[config.mk]
export PLATFORM = sky130hd
export DESIGN_NAME = multu_hilo
export DESIGN_NICKNAME = d
export VERILOG_FILES = /design/src/rtl/alu_defs_pkg.sv /design/src/rtl/mul_step.sv /design/src/rtl/multu_hilo.sv
export SDC_FILE = /design/constraint.sdc
export NUM_CORES = 1
export LEC_CHECK = 0
export ABC_AREA = 0
export BUFFER_PORTS_ARGS = -buffer_cell sky130_fd_sc_hd__buf_2
export CORE_ASPECT_RATIO = 0.75
export CORE_UTILIZATION = 30
export DETAILED_ROUTE_END_ITERATION = 8
export GPL_ROUTABILITY_DRIVEN = 0
export SYNTH_ARGS = -nofsm -noshare
export SYNTH_HDL_FRONTEND = slang
export SYNTH_SLANG_ARGS = --single-unit
[constraint.sdc]
create_clock -name clk -period 3.33 [get_ports clk]
set_clock_uncertainty 0.05 [all_clocks]
set_input_delay 0.666 -clock clk [delete_from_list [all_inputs] [get_ports clk]]
set_output_delay 0.666 -clock clk [all_outputs]
set_load 0.01 [all_outputs]
[src/rtl/alu_defs_pkg.sv]
// Shared execute-stage decode definitions: 6-bit funct codes and the
// multiplier's state encoding, so the ALU and multu_hilo decode identically.
package alu_defs_pkg;

    localparam logic [5:0] FUNCT_SLL   = 6'b000000;
    localparam logic [5:0] FUNCT_MFHI  = 6'b010000;
    localparam logic [5:0] FUNCT_MFLO  = 6'b010010;
    localparam logic [5:0] FUNCT_MULT  = 6'b011000;
    localparam logic [5:0] FUNCT_MULTU = 6'b011001;
    localparam logic [5:0] FUNCT_ADD   = 6'b100000;
    localparam logic [5:0] FUNCT_SUB   = 6'b100010;
    localparam logic [5:0] FUNCT_AND   = 6'b100100;
    localparam logic [5:0] FUNCT_OR    = 6'b100101;
    localparam logic [5:0] FUNCT_SLT   = 6'b101010;

    typedef enum logic [1:0] {
        ST_IDLE = 2'd0,
        ST_RUN  = 2'd1,
        ST_DONE = 2'd2
    } mul_state_e;

endpackage

[src/rtl/mul_step.sv]
// One shift-add iteration of the multiplier: conditionally add the multiplicand
// into the upper half, then shift the whole product right by one keeping the carry.
module mul_step #(
    parameter int WIDTH = 32
) (
    input  logic [2*WIDTH-1:0] p_i,
    input  logic [WIDTH-1:0]   mcand_i,
    output logic [2*WIDTH-1:0] p_o
);

    logic [WIDTH:0] sum;

    always_comb begin
        sum = {1'b0, p_i[2*WIDTH-1:WIDTH]} + (p_i[0] ? {1'b0, mcand_i} : '0);
        p_o = {sum, p_i[WIDTH-1:1]};
    end

endmodule

[src/rtl/multu_hilo.sv]
// Multi-cycle shift-add multiplier with HI/LO result registers and MFHI/MFLO readout.
// Define MULTU_SIGNED_EN to also accept signed MULT (sign-magnitude around the same datapath).
module multu_hilo
    import alu_defs_pkg::*;
#(
    parameter int WIDTH = 32
) (
    input  logic             clk,
    input  logic             reset,
    input  logic             valid,
    input  logic [WIDTH-1:0] dataA,
    input  logic [WIDTH-1:0] dataB,
    input  logic [5:0]       Signal,
    output logic             busy,
    output logic             done,
    output logic [WIDTH-1:0] dataOut
);

    localparam int CW = $clog2(WIDTH);

    mul_state_e         state_q, state_d;
    logic [WIDTH-1:0]   mcand_q, mcand_d;
    logic [2*WIDTH-1:0] prod_q, prod_d;
    logic [2*WIDTH-1:0] prod_step;
    logic [2*WIDTH-1:0] result;
    logic [CW-1:0]      count_q, count_d;
    logic [WIDTH-1:0]   hi_q, hi_d;
    logic [WIDTH-1:0]   lo_q, lo_d;
    logic               sign_q, sign_d;

    logic               start;
    logic [WIDTH-1:0]   op_a, op_b;
    logic               op_sign;

    mul_step #(.WIDTH(WIDTH)) u_step (
        .p_i     (prod_q),
        .mcand_i (mcand_q),
        .p_o     (prod_step)
    );

    // Operand preparation: signed MULT runs on magnitudes and fixes the sign at the end.
    always_comb begin
`ifdef MULTU_SIGNED_EN
        logic is_mult;
        is_mult = (Signal == FUNCT_MULT);
        start   = valid && (Signal == FUNCT_MULTU || is_mult);
        op_a    = (is_mult && dataA[WIDTH-1]) ? -dataA : dataA;
        op_b    = (is_mult && dataB[WIDTH-1]) ? -dataB : dataB;
        op_sign = is_mult && (dataA[WIDTH-1] ^ dataB[WIDTH-1]);
        result  = sign_q ? -prod_q : prod_q;
`else
        start   = valid && (Signal == FUNCT_MULTU);
        op_a    = dataA;
        op_b    = dataB;
        op_sign = 1'b0;
        result  = prod_q;
`endif
    end

    always_comb begin
        // NOTE: every next-state signal gets its hold value first so no path leaves it unassigned (no latches).
        state_d = state_q;
        mcand_d = mcand_q;
        prod_d  = prod_q;
        count_d = count_q;
        hi_d    = hi_q;
        lo_d    = lo_q;
        sign_d  = sign_q;

        case (state_q)
            ST_IDLE: begin
                if (start) begin
                    mcand_d = op_a;
                    prod_d  = {{WIDTH{1'b0}}, op_b};
                    count_d = '0;
                    sign_d  = op_sign;
                    state_d = ST_RUN;
                end
            end
            ST_RUN: begin
                prod_d  = prod_step;
                count_d = count_q + CW'(1);
                if (count_q == CW'(WIDTH - 1)) begin
                    state_d = ST_DONE;
                end
            end
            ST_DONE: begin
                {hi_d, lo_d} = result;
                state_d      = ST_IDLE;
            end
            default: state_d = ST_IDLE;
        endcase
    end

    // NOTE: registers use non-blocking assignments so all of them update together at the edge.
    always_ff @(posedge clk or negedge reset) begin
        if (!reset) begin
            state_q <= ST_IDLE;
            mcand_q <= '0;
            prod_q  <= '0;
            count_q <= '0;
            hi_q    <= '0;
            lo_q    <= '0;
            sign_q  <= 1'b0;
        end else begin
            state_q <= state_d;
            mcand_q <= mcand_d;
            prod_q  <= prod_d;
            count_q <= count_d;
            hi_q    <= hi_d;
            lo_q    <= lo_d;
            sign_q  <= sign_d;
        end
    end

    assign busy = (state_q == ST_RUN);
    assign done = (state_q == ST_DONE);

    always_comb begin
        dataOut = '0;
        case (Signal)
            FUNCT_MFHI: dataOut = hi_q;
            FUNCT_MFLO: dataOut = lo_q;
            default:    dataOut = '0;
        endcase
    end

endmodule

# Yosys cells after proc, flatten, opt, wreduce, memory -nomap -nowiden
# Cells that the tools add are included.
[classes]
addsub = 2
n_mul = 0
div_mod_pow = 0
order_cmp = 0
n_eq_ne = 8
n_shift = 0
n_mux = 9
n_bitwise = 0
reduce_logical = 6
[op_table]
columns = ["op", "n"]
rows = [
  ["$pmux 64 s2", 1],
  ["$mux 64", 1],
  ["$pmux 32 s2", 1],
  ["$add 32x33->33", 1],
  ["$mux 32", 1],
  ["$eq 6x5->1 const B", 3],
  ["$pmux 5 s2", 1],
  ["$reduce_and 2->1", 3],
  ["$add 5x1->5 const B", 1],
  ["$eq 5x5->1 const B", 1],
  ["$mux 5", 1],
  ["$mux 2", 2],
  ["$pmux 2 s2", 1],
  ["$eq 2x1->1 const B", 1],
  ["$eq 2x2->1 const B", 1],
  ["$logic_not 2->1", 1],
  ["$ne 2x1->1 const B", 1],
  ["$ne 2x2->1 const B", 1],
  ["$reduce_bool 2->1", 1],
  ["$logic_and 1x1->1", 1],
]
[totals]
ff_bits = 167
latchBits = 0
ram_bits = 0
rom_bits = 0
inputBits = 73
out_inout_bits = 34
word_cells = 31
mem_count = 0

# Longest topological paths before layout
# Gate-level depths: netlist of the first run.
[logic_depth]
word_depth = 4
ltp_mapped = 11
depth_no_buf = 11

# Cells and area by module
# From an unflattened synthesis of the first run, not the netlist that was laid out.
[hier_totals]
hier_cells = 966
hier_area_um2 = 9643.0
[modules_own_cells]
columns = ["module", "instances", "cells_each", "area_per_inst_um2", "seq_area_each_um2"]
rows = [
  ["multu_hilo", 1, 613, 7214.4, 4179.0],
  ["mul_step", 1, 353, 2428.6, 0.0],
]

# Least setup slack after synthesis of the first run
# Ideal clock, no wire load.
[synth_path]
path_type = "reg2reg"
from = "register prod_q[0]"
to = "register prod_q[58]"
setup_ns = 0.121
arrival_time_ns = 2.444
required_ns = 3.159
slack_ns = 0.715
path_stages_with_launch = 11
path_buffers = 1
synth_period_minus_slack_ns = 2.615
cell_sequence = "dfrtp_1 clkbuf_1 and2_1 ha_1 and2_4 a221oi_4 a21oi_2 o2111ai_4 a31oi_4 a32o_1 a22o_1"
[synth_via]
elab_chain_len = 3
[synth_rtl]
columns = ["element", "line_no", "rtl"]
rows = [
  ["from (decl)", "multu_hilo.sv:23", "logic [2*WIDTH-1:0] prod_q, prod_d;"],
  ["from (signal assigned)", "multu_hilo.sv:108", "prod_q <= prod_d;"],
  ["$mux 32", "mul_step.sv:14", "sum = {1'b0, p_i[2*WIDTH-1:WIDTH]} + (p_i[0] ? {1'b0, mcand_i} : '0);"],
  ["$add 32x33->33", "mul_step.sv:14", ""],
  ["$pmux 64 s2", "multu_hilo.sv:70", "case (state_q)"],
]
# Every way passes these cells.
# A chain may end at the register's enable or synchronous reset.

# Final worst setup path of the first run
[layout_path]
from = "register prod_q[0]"
to = "register prod_q[57]"
# The elaborated chain is that of the path after synthesis.

==> reports/results.ini, run 1 <==
[outcome]
status = finished, final reports clean

[setup_path]
cp-end-kind = flop
required_ps = 3600
cp-start-kind = flop
r2r-start = prod_q[0]
path_max_fanout = 26
crit_type = reg2reg
startpoint = prod_q[0]
cp.arrival_ps = 3230

[drt]
wl_um = 23680
ant_nets = 0
drc = 0
firstDrtPassIters = 5
dr.first_iter.drc_count = 400
num_vias = 6790
wire_per_inst_um = 17.45
via_per_inst = 5.004

[die]
rows = 54
die_y_um = 153.2
io_pins = 107
core_sq_mm = 0.02953
start_util = 0.3098
dieArea_sq_mm = 0.03120
fp.dieW_um = 203.6

[global_routing]
grt_pass1_wl_um = 38160
grtUsageTotal = 0.1575
grt_pass1_vias = 6690
antenna_found_initial = 0
grt_max_degree = 58
grt_remaining_overflow = 0

[timing]
rsz0062_at_grt = no
setup_slack_ps = 375.4
drv_slew = 0
hold_viol = 0
fmax_mhz = 338.5
finalSetupTns_ps = 0
slew_headroom = 0.6056
post-route-period-util = 0.8873
hold_slack_ps = 130.7
min_period_ps = 2955
worstMarginPinSlew_ps = 590.4
finalSetupViolCount = 0

[yosys]
synthFlopType = dfrtp_1
netlist_area_sq_mm = 0.009146
synth_top_area_share = 0.4569
synth_warnings = 0
syn_area_per_cell_sq_um = 10.66
synth_most_common_cell = dfrtp_1
yosysSeqAreaShare = 0.4569
ys_ff_latch = 167
syn_nets = 966
synth_common_cells = 167 x dfrtp_1, 97 x mux2_2, 80 x nand2_1, 66 x mux2i_1, 63 x nor2_1
ys_async_sr_fraction = 1.000
netlist.top_cell.by_area = dfrtp_1
synth.area.top_cells = dfrtp_1 46%, mux2_2 12%, mux2i_1 7.2%
synth_edf_count = 0
synth_cells = 858
ys_types = 71

[cts]
cts_tree = built
numCtsBuffers = 17
cts_sinks = 167
post_cts_resized = 0
clk_pin_slew_worst_paths_ps = 70
insertion_delay_ps = 430
hold_buffers = 0
clk_path_buf_depth = 2
postCtsSetupRepairBufs = 0
cts-htree-levels = 4
ctsRootBufferMaster = clkbuf_16

[run]
drv_cap = 0

[pwr]
power.density_mw_per_mm2 = 610.4
ir_worst_vdd_uv = 288.8
p_total_mw = 6.560
p_leak_nw = 5.310

[placement]
placed_cell_area_sq_mm = 0.01016
dp_worst_setup_slack_ps = 417.9
hpwlAfterDp_um = 17630
dp.cells = 1325
port_buffers = 106

[finish]
layout.cell_area.non_filler_sq_mm = 0.01075
post-route-util = 0.3640
finalNonFillerCells = 1357
fill_cells = 2967
n_antenna_cell = 0
nets = 1060
syn2layout_area_growth_pct = 17.51
drive_gt1_frac = 0.2829

[hold_path]
min_path_type = in2async

-- path summary, 6_finish.rpt --
check,slack [ps],to,cells past startpoint
setup / recovery,380,prod_q[57],9
setup reg to reg,380,prod_q[57],9
hold / removal,130,mcand_q[21],1
hold reg to reg,450,mcand_q[28],1
max in group asynchronous,2270,mcand_q[2],2
min in group clk,410,mcand_q[11],2
-- layer usage --
layer  global-route usage  part of all wire  wire length (um)
met1               0.2434              0.53             12650
met2               0.2146              0.40              9381
met3              0.04200             0.061              1433
met4              0.03366            0.0089               211
met5                    0                 0                 0
-- sequential cells by signal, summed over array words and instances, names as in the netlist --
signal,flops
count_q,5
state_q,2
hi_q,32
mcand_q,32
prod_q,64
lo_q,32
-- cells in the final DEF (no fill, tap or decap), types with 6 or more instances in the layout --
cell type  instances
buf_4             13
a21oi_1           23
nor2_1            63
a21o_1            13
a32o_1             7
nand2b_1           8
mux2_2            97
o21a_1             6
dfrtp_1          167
inv_1             12
xor2_1             9
and2_1            37
mux2i_1           66
buf_2            105
clkbuf_16         17
nand3_1           14
nand2_1           79
xnor2_1            6
or3_1              7
o21ai_1            6
ha_1              34
o21ai_0           60
-- logic make-up after synthesis --
family | synth area share
AND/OR/NAND/NOR | 0.1300
multiplexers | 0.1917
adder cells (fa/ha/maj) | 0.04870
buffers and inverters | 0.02627
AO/OA/AOI/OAI | 0.1322
flip-flops | 0.4569
XOR/XNOR | 0.01436
-- cell type report --
cell class	count	area (sq um)	area share
multi-input combinational	631	4748	0.4418
tap	392	490.5	0.04563
inverter	13	48.80	0.004540
clock inverter	15	161.4	0.01502
timing repair buffer	122	694.4	0.06461
sequential	167	4179	0.3888
clock buffer	17	425.4	0.03958
-- worst max-delay path: stages, from the launching register on --
cell,delay (ps)
dfrtp_1,440
buf_4,240
and2_1,170
ha_1,370
a211oi_1,340
or3_1,180
a31oi_1,110
o21a_1,210
or4_1,470
a32o_1,260
-- power by group --
part | internal, mW | switching (mW) | total [mW]
clock network | 1.07 | 0.928 | 1.99
registers | 2.42 | 0.414 | 2.83
logic | 0.727 | 1.01 | 1.74
total | 4.21 | 2.35 | 6.56
Note: power is estimated with default switching activity, not from simulation.
==> inputs of run 2 (changes only) <==
Settings changed: CELL_PAD_IN_SITES_DETAIL_PLACEMENT from default to 0, CELL_PAD_IN_SITES_GLOBAL_PLACEMENT from default to 1, PLACE_DENSITY_LB_ADDON from default to 0.1.
==> reports/results.ini, run 2 (synthesis gave the netlist of run 1 again) <==
[setup_path]
cp-end-kind = flop
cp_slowest_cell = dfrtp_1
worstPathCellList = and2_1 -> ha_1 -> inv_1 -> fa_1 -> nand2b_1 -> a21oi_2 -> o211ai_2 -> o21ba_2 -> o31ai_1 -> buf_4 -> xnor2_1 -> o21ai_1
crit_type = reg2reg
critical-path-max-stage-delay_ps = 450  ; -20 ps
cp.arrival_ps = 3260  ; +30 ps
required_ps = 3590  ; about the same
path_max_fanout = 6  ; -77%
cp-start-kind = flop

[cts]
ctsRootBufferMaster = clkbuf_16
numCtsBuffers = 17  ; unchanged
cts_sinks = 167  ; unchanged
post_cts_resized = 0  ; unchanged
hold_buffers = 0  ; unchanged
postCtsSetupRepairBufs = 0  ; unchanged
clk_path_buf_depth = 2  ; unchanged
clk_pin_slew_worst_paths_ps = 60  ; about the same
cts-htree-levels = 4  ; unchanged
insertion_delay_ps = 440  ; about the same
cts_tree = built

[run]
drv_cap = 0  ; unchanged

[timing]
rsz0062_at_grt = no
slew_headroom = 0.5850  ; -0.02061
worstMarginPinSlew_ps = 621.6  ; +31.26 ps
finalSetupViolCount = 0  ; unchanged
drv_slew = 0  ; unchanged
fmax_mhz = 333.7  ; -1.4%
setup_slack_ps = 333.4  ; -42.00 ps
min_period_ps = 2997  ; +42.00 ps
finalSetupTns_ps = 0  ; unchanged
hold_viol = 0  ; unchanged
post-route-period-util = 0.8999  ; +0.01261

[die]
dieArea_sq_mm = 0.03120  ; unchanged
start_util = 0.3098  ; unchanged
io_pins = 107  ; unchanged
fp.dieW_um = 203.6  ; unchanged
rows = 54  ; unchanged
core_sq_mm = 0.02953  ; unchanged
die_y_um = 153.2  ; unchanged

[drt]
via_per_inst = 4.869  ; -2.7%
ant_nets = 0  ; unchanged
firstDrtPassIters = 4  ; -1
wl_um = 25520  ; +7.8%
wire_per_inst_um = 18.78  ; +7.6%
dr.first_iter.drc_count = 355  ; -11%
num_vias = 6617  ; -2.5%
drc = 0  ; unchanged

[global_routing]
grt_pass1_vias = 6776  ; +1.3%
grt_pass1_wl_um = 41190  ; +8.0%
antenna_found_initial = 0  ; unchanged
grt_remaining_overflow = 0  ; unchanged
grtUsageTotal = 0.1744  ; +0.01692
grt_max_degree = 55  ; -5.2%

[finish]
layout_commonest_cell = dfrtp_1
fill_cells = 2992  ; +0.84%
syn2layout_area_growth_pct = 17.58  ; about the same
post-route-util = 0.3642  ; about the same
register_area_sq_mm = 0.004179  ; unchanged
n_antenna_cell = 0  ; unchanged
nets = 1062  ; +0.19%
drive_gt1_frac = 0.2823  ; -0.0005851
finalNonFillerCells = 1359  ; +0.15%
layout.cells.most_common_list = 167 x dfrtp_1, 105 x buf_2, 97 x mux2_2
top_register = prod_q
multiInputGateArea_sq_mm = 0.004748  ; unchanged
largest_reg_flops = 64  ; unchanged

[outcome]
status = finished, final reports clean

[placement]
dp_worst_setup_slack_ps = 351.8  ; -66.14 ps
port_buffers = 106  ; unchanged
hpwlAfterDp_um = 18520  ; +5.1%
dp.cells = 1327  ; +0.15%

[hold_path]
min_path_type = in2async

[pwr]
ir_worst_vdd_uv = 292.8  ; +1.4%
p_leak_nw = 5.304  ; -0.11%
power.density_mw_per_mm2 = 601.9  ; -1.4%

run 2: cell types whose count changed in the layout (fill, tap and decap cells not counted), sizes merged:
cell      before  now
buf          122  124
bufinv         1    0
clkbuf        17   23
clkinv         4    5
clkinvlp       1    2
inv           22   15
run 2: layout make-up:
type / count / area share
sequential: 167 / 0.3886
multi-input combinational: 631 / 0.4415
clock inverter: 9 / 0.006050
timing repair buffer: 124 / 0.06830
tap: 392 / 0.04561
clock buffer: 23 / 0.04538
inverter: 13 / 0.004538
run 2: critical path, delay by kind of cell (launching register included):
family          cells  cell delay (ps)
xor+xnor            1              120
buf+inv             2              250
compound gates      5             1100
flops               1              450
fa+ha+maj           2              530
simple gates        2              370
run 2: worst paths after layout:
path | from | to | slack (ps) | depth (start not counted)
max reg2reg | prod_q[0] | prod_q[51] | 330 | 12
min reg2reg | mcand_q[20] | mcand_q[20] | 450 | 1
min | reset | mcand_q[29] | 120 | 1
max in group asynchronous | reset | prod_q[9] | 2400 | 2
max | prod_q[0] | prod_q[51] | 330 | 12
min in group clk | dataA[9] | mcand_q[9] | 400 | 2
run 2: power breakdown:
part           leakage [nW]  total, mW  internal, mW  switching [mW]
sequential             2.24       2.80          2.42           0.380
clock                 0.270       1.90          1.04           0.861
combinational          2.79       1.78         0.737            1.04
run 2: routing by layer:
layer  part of all wire  track usage
met4             0.0067      0.03759
met1               0.52       0.2601
met2               0.44       0.2549
met3              0.031      0.03774
met5                  0            0
run 2: stage by stage:
stage / area (sq um) / power [mW] / hold WS, ps
floorplan: 9146 / 3.953 / 320.4
global placement: 10200 / 4.657 / 434.4
detailed placement: 10200 / 4.641 / 435.7
CTS: 10750 / 6.584 / 127.4
global route: 10750 / 6.936 / 138.2
finish: 10750 / 6.473 / 116.4
==> inputs of run 3 (changes only) <==
Settings changed: CORE_UTILIZATION 30 to 47.
==> reports/results.ini, run 3 (synthesis gave the netlist of run 1 again) <==
[die]
io_pins = 107  ; unchanged
dieArea_sq_mm = 0.02003  ; -36%
rows = 43  ; -20%
core_sq_mm = 0.01878  ; -36%
fp.dieW_um = 163.1  ; -20%
start_util = 0.4871  ; +0.1773
die_y_um = 122.8  ; -20%

[global_routing]
grt_max_degree = 78  ; +42%
grt_pass1_vias = 6807  ; +0.46%
grt_remaining_overflow = 0  ; unchanged
grtUsageTotal = 0.2342  ; +0.05976
grt_util_met1 = 0.3306  ; +0.07052
grt_busiest_layer = met2
antenna_found_initial = 0  ; unchanged
use_met2 = 0.3715  ; +0.1166
grt_pass1_wl_um = 36170  ; -12%
grtUsageMet3 = 0.03684  ; -0.0009031

[drt]
num_vias = 6850  ; +3.5%
firstDrtPassIters = 5  ; +1
wl_um = 22480  ; -12%
dr.first_iter.drc_count = 480  ; +35%
drc = 0  ; unchanged
ant_nets = 0  ; unchanged
wire_per_inst_um = 18.53  ; -1.3%
via_per_inst = 5.647  ; +16%

[timing]
post-route-period-util = 0.8794  ; -0.02050
slew_headroom = 0.4858  ; -0.09919
finalSetupTns_ps = 0  ; unchanged
finalSetupViolCount = 0  ; unchanged
fmax_mhz = 341.5  ; +2.3%
setup_slack_ps = 401.6  ; +68.26 ps
hold_viol = 0  ; unchanged
drv_slew = 0  ; unchanged
rsz0062_at_grt = no
worstMarginPinSlew_ps = 771.3  ; +149.7 ps
min_period_ps = 2928  ; -68.26 ps

[placement]
hpwlAfterDp_um = 16470  ; -11%
dp_worst_setup_slack_ps = 470.8  ; +119.1 ps
dp.cells = 1182  ; -11%
port_buffers = 106  ; unchanged

[cts]
postCtsSetupRepairBufs = 0  ; unchanged
numCtsBuffers = 17  ; unchanged
post_cts_resized = 0  ; unchanged
cts-htree-levels = 4  ; unchanged
clk_path_buf_depth = 2  ; unchanged
hold_buffers = 0  ; unchanged
insertion_delay_ps = 430  ; about the same
cts_tree = built
cts_sinks = 167  ; unchanged
ctsRootBufferMaster = clkbuf_16
clk_pin_slew_worst_paths_ps = 70  ; about the same

[setup_path]
required_ps = 3590  ; about the same
cp.arrival_ps = 3190  ; -70 ps
regToRegSetupSlack_ps = 400  ; +70 ps
cp-end-kind = flop
path_max_fanout = 14  ; +8
cp-start-kind = flop
crit_type = reg2reg
r2r-start = prod_q[0]
r2r_cells = 10  ; -2
cp_slowest_cell = dfrtp_1
crit_end = prod_q[55]
startpoint = prod_q[0]
worstPathCellList = buf_4 -> and2_1 -> ha_1 -> a211oi_1 -> o21ai_1 -> o22ai_1 -> o21a_1 -> o31ai_4 -> or3_1 -> a32o_1
r2r-end = prod_q[55]
critical-path-max-stage-delay_ps = 390  ; -60 ps

[finish]
drive_gt1_frac = 0.2836  ; +0.001327
top_register = prod_q
post-route-util = 0.5625  ; +0.1983
finalNonFillerCells = 1213  ; -11%
syn2layout_area_growth_pct = 15.49
layout_commonest_cell = dfrtp_1
layout.cells.most_common_list = 167 x dfrtp_1, 105 x buf_2, 97 x mux2_2
fill_cells = 1664  ; -44%
nets = 1062  ; unchanged
n_antenna_cell = 0  ; unchanged
largest_reg_flops = 64  ; unchanged

[outcome]
status = finished, final reports clean

[run]
drv_cap = 0  ; unchanged

[pwr]
ir_worst_vdd_uv = 307.5  ; +5.0%
p_total_mw = 6.498  ; +0.39%
power.density_mw_per_mm2 = 615.2  ; +2.2%
p_leak_nw = 5.297  ; -0.13%

[hold_path]
min_path_type = in2async

-- run 3: stage by stage --
stage               hold WS, ps  instance area [sq um]
finish                    183.9                  10560
global route              252.2                  10560
CTS                       241.4                  10560
detailed placement        440.7                   9995
global placement          434.8                   9995
floorplan                 320.4                   9146
-- run 3: power by group --
| part | switching, mW | internal (mW) | leakage, nW |
|---|---|---|---|
| Sequential | 0.373 | 2.42 | 2.24 |
| Clock | 0.895 | 1.05 | 0.269 |
| Combinational | 1.04 | 0.727 | 2.79 |
| Total | 2.31 | 4.19 | 5.30 |
-- run 3: worst min path at each step --
stage | end | slack (ps) | cells after the start
6_report | mcand_q[6] | 180 | 1
5_1_grt | mcand_q[6] | 250 | 1
4_1_cts | mcand_q[4] | 240 | 1
3_5_place_dp | mcand_q[22] | 440 | 1
3_3_place_gp | prod_q[29] | 430 | 2
2_1_floorplan | count_q[0] | 320 | 0
-- run 3: critical path, delay by kind of cell, from the launching register on --
kind                     cells  cell delay (ps)
flip-flops                   1              390
adder cells (fa/ha/maj)      1              380
AO/OA/AOI/OAI                6             1330
AND/OR/NAND/NOR              2              470
buffers and inverters        1              200
-- run 3: final cells by class --
| type | count | area [sq um] | area share |
|---|---|---|---|
| multi-input combinational | 631 | 4748 | 0.4495 |
| sequential | 167 | 4179 | 0.3956 |
| timing repair buffer | 124 | 709.4 | 0.06716 |
| clock buffer | 17 | 425.4 | 0.04027 |
| tap | 247 | 309.0 | 0.02926 |
| clock inverter | 14 | 142.6 | 0.01350 |
| inverter | 13 | 48.80 | 0.004620 |
-- run 3: routing by layer --
metal / share of wire / up-vias
li1: - / 3269
met1: 0.48 / 3356
met2: 0.46 / 199
met3: 0.040 / 26
met4: 0.018 / 0
met5: 0 / -
